## src/rtl/uart_pkg.sv

```systemverilog
// Shared UART definitions: FSM state encoding, default baud divisor, idle line level.
// Used by both the transmit serializer and the receiver.
package uart_pkg;

    typedef enum logic [2:0] {
        IDLE,
        START,
        DATA,
        PARITY,
        STOP
    } uart_state_t;

    localparam int   CLKS_PER_BIT_DEFAULT = 16;
    localparam logic TX_IDLE_LEVEL        = 1'b1;

endpackage

```

## src/rtl/uart_baud_tick.sv

```systemverilog
// Bit-boundary tick generator: baud_cnt runs 0..CLKS_PER_BIT-1 and tick marks the last
// cycle of each bit. Cleared on rst or clear (frame accept); shared with the receiver.
module uart_baud_tick #(
    parameter int CLKS_PER_BIT = 16
) (
    input  logic clk,
    input  logic rst,
    input  logic clear,
    output logic tick
);

    localparam int                 CNT_W    = $clog2(CLKS_PER_BIT);
    localparam logic [CNT_W-1:0]   CNT_LAST = CNT_W'(CLKS_PER_BIT - 1);

    logic [CNT_W-1:0] baud_cnt;

    always_ff @(posedge clk) begin
        if (rst || clear) begin
            baud_cnt <= '0;
        end else if (baud_cnt == CNT_LAST) begin
            baud_cnt <= '0;
        end else begin
            baud_cnt <= baud_cnt + 1'b1;
        end
    end

    assign tick = (baud_cnt == CNT_LAST);

endmodule

```

## src/rtl/uart_tx_serializer.sv

```systemverilog
// UART transmit engine: start bit, WORD_SIZE data bits LSB first, optional parity, STOP_BITS stops.
// Parity bit is present only when UART_PARITY_EN is defined.
module uart_tx_serializer
    import uart_pkg::*;
#(
    parameter int WORD_SIZE    = 8,
    parameter int CLKS_PER_BIT = CLKS_PER_BIT_DEFAULT,
    parameter int STOP_BITS    = 1,
    parameter int PARITY_ODD   = 0
) (
    input  logic                 clk,
    input  logic                 rst,
    input  logic [WORD_SIZE-1:0] data_send,
    input  logic                 tx_send_i,
    output logic                 tx_avbl_i,
    output logic                 tx,
    output logic                 tx_done_i,
    output logic                 tx_ovr_i
);

    localparam int             IDX_W     = $clog2(WORD_SIZE);
    localparam logic [IDX_W-1:0] BIT_LAST = IDX_W'(WORD_SIZE - 1);
    localparam logic           STOP_LAST = 1'(STOP_BITS - 1);

    if (CLKS_PER_BIT < 2 || (STOP_BITS != 1 && STOP_BITS != 2) ||
        (PARITY_ODD != 0 && PARITY_ODD != 1)) begin : g_param_check
        $error("uart_tx_serializer: illegal parameter value");
    end

    uart_state_t          state;
    logic [WORD_SIZE-1:0] shift;
    logic [IDX_W-1:0]     bit_idx;
    logic                 stop_cnt;
    logic                 accept;
    logic                 tick;
`ifdef UART_PARITY_EN
    logic                 par_bit;
`endif

    assign accept    = (state == IDLE) && tx_send_i;
    assign tx_avbl_i = (state == IDLE);

    uart_baud_tick #(
        .CLKS_PER_BIT(CLKS_PER_BIT)
    ) u_baud_tick (
        .clk  (clk),
        .rst  (rst),
        .clear(accept),
        .tick (tick)
    );

    always_ff @(posedge clk) begin
        if (rst) begin
            state     <= IDLE;
            tx        <= TX_IDLE_LEVEL;
            tx_done_i <= 1'b0;
            tx_ovr_i  <= 1'b0;
            shift     <= '0;
            bit_idx   <= '0;
            stop_cnt  <= 1'b0;
`ifdef UART_PARITY_EN
            par_bit   <= 1'b0;
`endif
        end else begin
            tx_done_i <= 1'b0;
            tx_ovr_i  <= (state != IDLE) && tx_send_i;
            case (state)
                IDLE: begin
                    tx <= TX_IDLE_LEVEL;
                    if (tx_send_i) begin
                        shift    <= data_send;
                        tx       <= 1'b0;
                        state    <= START;
                        bit_idx  <= '0;
                        stop_cnt <= 1'b0;
`ifdef UART_PARITY_EN
                        par_bit  <= (^data_send) ^ 1'(PARITY_ODD);
`endif
                    end
                end
                START: begin
                    if (tick) begin
                        state   <= DATA;
                        tx      <= shift[0];
                        bit_idx <= '0;
                    end
                end
                DATA: begin
                    if (tick) begin
                        if (bit_idx == BIT_LAST) begin
`ifdef UART_PARITY_EN
                            state    <= PARITY;
                            tx       <= par_bit;
`else
                            state    <= STOP;
                            tx       <= TX_IDLE_LEVEL;
                            stop_cnt <= 1'b0;
`endif
                        end else begin
                            // tx is registered, so present the next bit as we shift
                            bit_idx <= bit_idx + 1'b1;
                            shift   <= shift >> 1;
                            tx      <= shift[1];
                        end
                    end
                end
`ifdef UART_PARITY_EN
                PARITY: begin
                    if (tick) begin
                        state    <= STOP;
                        tx       <= TX_IDLE_LEVEL;
                        stop_cnt <= 1'b0;
                    end
                end
`endif
                STOP: begin
                    tx <= TX_IDLE_LEVEL;
                    if (tick) begin
                        if (stop_cnt == STOP_LAST) begin
                            tx_done_i <= 1'b1;
                            state     <= IDLE;
                        end else begin
                            stop_cnt <= stop_cnt + 1'b1;
                        end
                    end
                end
                default: begin
                    state <= IDLE;
                    tx    <= TX_IDLE_LEVEL;
                end
            endcase
        end
    end

endmodule

```

## config.mk

```make
export PLATFORM = sky130hd
export DESIGN_NAME = uart_tx_serializer
export DESIGN_NICKNAME = d
export VERILOG_FILES = /design/src/rtl/uart_pkg.sv /design/src/rtl/uart_baud_tick.sv /design/src/rtl/uart_tx_serializer.sv
export SDC_FILE = /design/constraint.sdc
export NUM_CORES = 1
export LEC_CHECK = 0
export ABC_AREA = 1
export ABC_CLOCK_PERIOD_IN_PS = 2700
export CAP_MARGIN = 20
export CORE_ASPECT_RATIO = 0.75
export CORE_MARGIN = 2
export CORE_UTILIZATION = 30
export CTS_CLUSTER_SIZE = 24
export DETAILED_ROUTE_END_ITERATION = 10
export SKIP_CTS_REPAIR_TIMING = 1
export SYNTH_ARGS = -nofsm -noshare
export SYNTH_HDL_FRONTEND = slang
export SYNTH_SLANG_ARGS = --single-unit
```

## constraint.sdc

```tcl
create_clock -name clk -period 2.7 [get_ports clk]
set_clock_uncertainty 0.2 [all_clocks]
set_input_delay 0.54 -clock clk [delete_from_list [all_inputs] [get_ports clk]]
set_output_delay 0.54 -clock clk [all_outputs]
set_load 0.02 [all_outputs]
```

== Word level (Yosys, flattened, before mapping) ==
Cells that the tools add are included.
Cells by class
  mux-type cells: 28
  order comparisons: 0
  divide/modulo/power cells: 0
  bitwise logic cells: 2
  multiply operators: 0
  reduce and logical (&&, ||, !) cells: 15
  shift-type cells: 0
  eq/ne operators: 12
  add/sub/neg operators: 3
Operators by type and width (number)
  two-way mux 3 bit: 10
  two-way mux 8 bit: 3
  case mux 8 bit (2 select lines): 1
  != test 2 bit, second input constant: 7
  case mux 3 bit (4 select lines): 1
  two-way mux 1 bit: 10
  AND reduction 5 bit: 2
  case mux 3 bit (3 select lines): 1
  nonzero test 3 bit: 3
  == test 3 bit, second input constant: 2
  case mux 1 bit (3 select lines): 2
  AND reduction 6 bit: 1
  adder 4 x 1 -> 4 bit, second input constant: 1
  == test 4 bit, second input constant: 1
  AND reduction 4 bit: 1
  adder 3 x 1 -> 3 bit, second input constant: 1
  == test 3 x 1 -> 1 bit, second input constant: 1
  == test 3 x 2 -> 1 bit, second input constant: 1
  logical NOT 3 bit: 1
  OR reduction 3 bit: 1
  logical AND 1 bit: 2
  NOT 1 bit: 2
  AND reduction 2 bit: 1
  nonzero test 2 bit: 1
  other kinds (3): 3
Word-level totals
  memory bits (read-only): 0
  word-level logic and storage cells: 68
  output and inout port bits: 4
  memory bits (writable): 0
  input bits: 11
  flip-flop bits (word level): 22
  latch bits: 0
  memories kept: 0

== Depth between registers and ports, before layout ==
Gate-level depths: netlist of the first run.
  word-level depth: 4
  mapped depth: 9
  mapped depth without buffers: 9

== Modules after synthesis ==
A second synthesis of the first run with hierarchy kept.
Second synthesis, totals
  cell total of the unflattened synthesis: 168
  area total of the unflattened synthesis: 1161.1 sq um
By module, submodules not included
  uart_tx_serializer: area each 994.7 sq um, cells each 149, times used 1, seq. area each 340.3 sq um
  uart_baud_tick: area each 166.4 sq um, cells each 19, times used 1, seq. area each 80.1 sq um

== Least setup slack after synthesis of the first run ==
No wires, ideal clock.
  path type: reg-to-output
  start: register state[1]
  end: output port tx_avbl_i
  cell stages (with the launch flop): 4
  setup slack: 1.129 ns
  data required time: 1.960 ns
  path buffers: 0
  arrival time: 0.831 ns
  cells stage by stage: dfxtp_1 > inv_1 > nand2_1 > nor2_1
Between the ends
  word-level cells in the longest chain between the ends: 1
Ends and longest elaborated chain
  start: declaration: line uart_tx_serializer.sv:30  | uart_state_t state;
  start signal: assignment: line uart_tx_serializer.sv:54  | state <= IDLE;
  start signal: assignment: line uart_tx_serializer.sv:73  | state <= START;
  start signal: assignment: line uart_tx_serializer.sv:83  | state <= DATA;
  logical NOT 3 bit: line uart_tx_serializer.sv:41  | assign tx_avbl_i = (state == IDLE);
  end: declaration: line uart_tx_serializer.sv:15  | output logic tx_avbl_i,
No other way between the ends.

== Worst setup path in the final report of the first run ==
Same ends and word-level chain as after synthesis.

==> run metrics, run 1 <==
required time worst endpoint between 1.5 and 2 ns; Hold Vio Cnt, Final 0; number of top-level pins 15; die span in y about 56 um; routing layer with the top usage in global route met2; maximum buffer depth of the clock tree 2; ratio of total power to cell area 987 nW/um^2; synthesis-to-finish area growth 20.3%; placeable core region about 3400 um^2; LEAKAGE 0.595 nW; kind of critical path reg -> out; asr flop ratio synth 0%; r2r startpoint state[1]; count of inserted antenna diode cells 0; count of cell types in the netlist 22; cell count after synthesis approximately 160; Starting DRT DRC Count 69; most frequent cell after synthesis sky130_fd_sc_hd__nand2_1; synthesized net count ~170; number of endpoints failing setup at the final stage 0; global router's overall resource usage approximately an eighth; setup TNS 0 ns; number of vias per cell 4.79; remaining number of nets flagged by the antenna check after routing 0; vias in the first global route just over 900; CTS Sinks 21; count of flip-flops with a built-in enable after synthesis 0; arrival time of the worst setup path approximately 1.7 ns; unrepaired setup endpoints after global routing false; dpl hpwl around 1800 um; residual overflow from global routing 0; via count 1016; CTS H-Tree Depth 1; number of clock buffers inserted by TritonCTS 3; CTS clock-pin slew for the worst setup and hold paths 0.08 ns; average size of a mapped cell 6.85 um^2; worst min-delay path category reg -> reg; Routed WL ~2300 um; number of maximum-capacitance constraint violations 0; final period demand of the worst path around 2.4 ns; Worst Setup End Kind output port; met2 demand-to-capacity share in global routing 20.3%; sequential fraction of the synthesis area 39.3%; initial antenna violation count 0; Ys Warns 0; Worst setup startpoint state[1]; routed wire length per instance approximately 11 um; initial standard-cell utilization of the core 31.8%; synthesized cell area 1070 um^2; number of core rows 18; met1 Usage GRT roughly 16%; post-synthesis cell type with the largest combined area sky130_fd_sc_hd__dfxtp_1; final period utilization 89.5%; final-stage net count 188; detailed-routing iteration count for the pre-antenna-repair pass 4; GP Congestion roughly 0.89; CTS tree done; Slew @ Worst Pin between 0.3 and 0.4 ns; clock network latency to the later pin of the worst-skew pair approximately 0.26 ns; maximum number of pins on one net before global-route repair 14; max-slew violation count 0; result of the run finished, final reports clean; horizontal die dimension 72.9 um; leading cell types by total area after synthesis sky130_fd_sc_hd__dfxtp_1, sky130_fd_sc_hd__nand2_1, sky130_fd_sc_hd__nor2_1; Hold Startpoint u_baud_tick.baud_cnt[0]; R2R Setup Slk ~0.87 ns; CTS root buffer sky130_fd_sc_hd__clkbuf_8; Worst setup SP type register; first-pass GRT wire length 4020 um; met3 GRT Util between 3 and 4%; number of flip-flops and latches in the synthesized netlist 21; worst rel slew slack between 70% and 80%; overall die area 4060 um^2; most common library cells after synthesis sky130_fd_sc_hd__nand2_1, sky130_fd_sc_hd__nor2_1, sky130_fd_sc_hd__dfxtp_1; DRC errors left 0; buffers added on ports 14; Peak VDD IR 0.395 mV; share of Yosys cell area claimed by the top area cell type between 30 and 40%; Highest Clock Rate a little over 400 MHz; commonest register cell after synthesis sky130_fd_sc_hd__dfxtp_1; highest net fanout along the worst path 6; fraction of final layout cells with drive strength greater than 1 8.72%; total design power 1.27 mW
-- critical path: stages (launching register included) --
cell and delay (ns):
sky130_fd_sc_hd__dfxtp_1 0.37, sky130_fd_sc_hd__inv_1 0.09, sky130_fd_sc_hd__nand2_1 0.07, sky130_fd_sc_hd__nor2_1 0.23
sky130_fd_sc_hd__clkdlybuf4s50_1 0.66
-- metal layers --
metal,routed length (um),share of wire (%)
met3,122,5.3
met5,0,0
met2,1070,46
met1,1100,48
met4,14,0.61
-- state kept, by name, indices dropped and copies added, names as in the netlist --
name / count
u_baud_tick.baud_cnt: 4
bit_idx: 3
tx: 1
shift: 8
tx_done_i: 1
tx_ovr_i: 1
state: 3
-- power breakdown --
part,leakage [nW],switching (mW),internal [mW]
clock network,0.0228,0.103,0.105
registers,0.173,0.0606,0.398
logic,0.399,0.383,0.219
total,0.595,0.547,0.722
-- cell type report --
| class | instances | area [um^2] |
|---|---|---|
| multi-input cells | 118 | 564 |
| fillers | 359 | 2070 |
| clock buffers | 4 | 45.0 |
| repair buffers | 15 | 148 |
| flip-flops and latches | 21 | 420 |
| well taps | 40 | 50.0 |
| inverters | 14 | 57.6 |
-- layout by cell type, fill, tap and decap left out, drive strengths merged, types with 2 or more instances in the layout --
cell type       n
nor2           39
nand3          10
a21oi           3
clkbuf          4
nor3            2
nand2          42
clkdlybuf4s50  14
nand4           4
ha              4
inv            13
o21ai          12
dfxtp          21
-- stage by stage --
step	instances	instance area [um^2]	util (%)	hold slack (ns)	setup WS, ns
final	212	1280	38.3	0.250	0.283
after global routing	212	1280	38.3	0.285	0.183
after global placement	208	1240	37.0	0.234	0.630
after floorplan	156	1070	-	0.218	1.13
after detailed placement	208	1240	37.0	0.242	0.619
after CTS	212	1280	38.3	0.256	0.316
-- final timing paths --
check | end | cells past startpoint
worst max-delay path | tx_avbl_i | 4
worst min register to register | u_baud_tick.baud_cnt[0] | 1
worst min-delay path | u_baud_tick.baud_cnt[0] | 1
worst max register to register | shift[5] | 7
-- logic make-up (layout without fill, tap and decap cells) --
kind of cell / Yosys count / in the layout / share of synthesized area [%]
XOR/XNOR: 1 / 1 / 0.820
AO/OA/AOI/OAI: 15 / 15 / 7.38
buffers and inverters: 17 / 33 / 7.85
adder cells (fa/ha/maj): 4 / 4 / 4.68
AND/OR/NAND/NOR: 98 / 98 / 39.9
flip-flops: 21 / 21 / 39.3
(Power assumes the default switching activity.)
==> inputs of run 2 (changes only) <==
--- a/config.mk
+++ b/config.mk
@@ -6,5 +6,4 @@
 export NUM_CORES = 1
 export LEC_CHECK = 0
-export ABC_AREA = 1
 export ABC_CLOCK_PERIOD_IN_PS = 2700
 export CAP_MARGIN = 20
==> constraint.sdc (replaced) <==
create_clock -name clk -period 2.7 [get_ports clk]
set_clock_uncertainty 0.2 [all_clocks]
set_input_delay 0.27 -clock clk [delete_from_list [all_inputs] [get_ports clk]]
set_output_delay 0.27 -clock clk [all_outputs]
set_load 0.02 [all_outputs]
==> run metrics, run 2 <==
Routed WL 2230 um; count of inserted antenna diode cells 0; buffers added on ports 14; initial standard-cell utilization of the core between 30% and 40%; number of flip-flops and latches in the synthesized netlist 21; GP Congestion between 0.7 and 0.8; remaining number of nets flagged by the antenna check after routing 0; Hold Vio Cnt, Final 0; fraction of final layout cells with drive strength greater than 1 around 15%; CTS root buffer sky130_fd_sc_hd__clkbuf_8; LEAKAGE 0.486 nW; setup TNS 0 ns; routed wire length per instance around 13 um; worst rel slew slack a little under three fifths; leading cell types by total area after synthesis sky130_fd_sc_hd__dfxtp_1, sky130_fd_sc_hd__mux2i_1, sky130_fd_sc_hd__mux2_2; Peak VDD IR around 0.20 mV; average size of a mapped cell approximately 9.9 um^2; maximum number of pins on one net before global-route repair 19; post-place instance area roughly 1300 um^2; Worst Setup End Kind output port; most common library cells after synthesis sky130_fd_sc_hd__dfxtp_1, sky130_fd_sc_hd__nor2_1, sky130_fd_sc_hd__mux2i_1; dpl hpwl 1580 um; synthesis-to-finish area growth 19.9%; kind of critical path reg -> out; first-pass GRT wire length around 3600 um; leading cell type in the layout, fill and taps excluded sky130_fd_sc_hd__dfxtp_1; highest net fanout along the worst path 16; max-slew violation count 0; horizontal die dimension 74.5 um; register name with the most flops shift; most frequent cell after synthesis sky130_fd_sc_hd__dfxtp_1; worst-path cell chain nor3_1 -> clkdlybuf4s50_1; result of the run finished, final reports clean; Post-Route Hold Slack 0.281 ns; die span in y about 57 um; initial antenna violation count 0; count of cell types in the netlist 41; Design Area, Final about 1300 um^2; Worst setup startpoint state[1]; residual overflow from global routing 0; synthesized cell area ~1100 um^2; overall die area 4240 um^2; power share of the combinational group between 10 and 15%; r2r startpoint u_baud_tick.baud_cnt[0]; CTS clock-pin slew for the worst setup and hold paths about 0.080 ns; highest-count cells in the layout ignoring fill and taps sky130_fd_sc_hd__dfxtp_1, sky130_fd_sc_hd__clkdlybuf4s50_1, sky130_fd_sc_hd__nor2_1, sky130_fd_sc_hd__mux2i_1; cell internal power dissipation between 0.4 and 0.5 mW; Worst setup SP type register; post-synthesis cell type with the largest combined area sky130_fd_sc_hd__dfxtp_1; Ys Warns 0; clock network latency to the later pin of the worst-skew pair ~0.25 ns; clock network fraction of design power 33.0%; CTS H-Tree Depth 1; count of flip-flops with a built-in enable after synthesis 0; share of Yosys cell area claimed by the top area cell type a little under two fifths; cell count after synthesis about 110; number of endpoints failing setup at the final stage 0; maximum buffer depth of the clock tree 2; detailed-routing iteration count for the pre-antenna-repair pass 4; asr flop ratio synth 0%; DRC errors left 0; vias in the first global route 808; global router's overall resource usage 11.0%; Slew @ Worst Pin 0.658 ns; ratio of total power to cell area 457 nW/um^2; sequential fraction of the synthesis area ~38%; required time worst endpoint around 2.2 ns; net switching component of the power between 0.1 and 0.15 mW; number of flip-flops in the largest register 8; switching portion of total power 23.0%; final period demand of the worst path between 2 and 2.5 ns; sequential group share of total power 54.6%; largest registers shift: 8 flops, u_baud_tick.baud_cnt: 4 flops; final-stage net count approximately 140; highest cell delay on the worst timing path around 0.65 ns; CTS tree done; arrival time of the worst setup path around 1.8 ns; Hold Startpoint shift[7]; number of core rows 19; Starting DRT DRC Count 53; number of top-level pins 15; CTS Sinks 21; number of maximum-capacitance constraint violations 0; unrepaired setup endpoints after global routing false; via count 865; worst min-delay path category reg -> reg; final period utilization between 80% and 90%; number of clock buffers inserted by TritonCTS 3; commonest register cell after synthesis sky130_fd_sc_hd__dfxtp_1; synthesized net count ~130; number of vias per cell between 4 and 5; Worst path slowest cell sky130_fd_sc_hd__clkdlybuf4s50_1; placeable core region 3610 um^2; Highest Clock Rate approximately 450 MHz
==> run 2: power groups by stage <==
stage                     Sequential (mW)  Clock, mW  Combinational, mW
after floorplan                     0.339          0             0.0463
after global placement              0.341          0             0.0737
after detailed placement            0.342          0             0.0760
after CTS                           0.334      0.209             0.0766
after global routing                0.337      0.224             0.0828
final                               0.334      0.202             0.0759
==> run 2: through the flow <==
stage	worst slack, ns	cells	power (mW)	util (%)
floorplan	0.953	113	0.385	-
global placement	0.672	173	0.415	35.9
detailed placement	0.641	173	0.418	35.9
CTS	0.461	177	0.620	37.1
global route	0.353	177	0.644	37.1
finish	0.482	177	0.612	37.1
==> run 2: critical path: cells and delay by family, from the launching register on <==
family | cells | cell delay [ns]
buffers and inverters | 1 | 0.65
flip-flops | 1 | 0.51
AND/OR/NAND/NOR | 1 | 0.33
==> run 2: area by class of cell <==
type | instances | area, um^2
multi-input cells | 80 | 641
fillers | 356 | 2270
repair buffers | 16 | 155
well taps | 52 | 65.1
inverters | 4 | 15.0
clock buffers | 4 | 45.0
flip-flops and latches | 21 | 420
==> run 2: final timing paths <==
| path | to | slack (ns) | cells past startpoint |
|---|---|---|---|
| setup / recovery | tx_avbl_i | 0.48 | 2 |
| hold / removal | shift[7] | 0.28 | 1 |
| setup reg to reg | shift[6] | 0.72 | 4 |
| hold reg to reg | shift[7] | 0.28 | 1 |
==> run 2: kinds of logic after synthesis <==
family                     count (synthesis)  synth area share (%)
adders and majority gates                  4                  4.47
and+or+nand+nor                           44                  26.7
AOI/OAI and AO/OA                         15                  10.3
buffers and inverters                     12                  5.14
DFF                                       21                  37.6
xor gates and xnor gates                   2                  1.57
muxes                                     15                  14.2
==> run 2: per-layer routing <==
| metal | GRT usage, % | part of all wire, % | vias to the layer above |
|---|---|---|---|
| met2 | 16.7 | 44 | 22 |
| met5 | 0 | 0 | - |
| li1 | - | - | 440 |
| met3 | 3.23 | 5.3 | 0 |
| met4 | 3.06 | 0 | 0 |
| met1 | 15.0 | 51 | 403 |
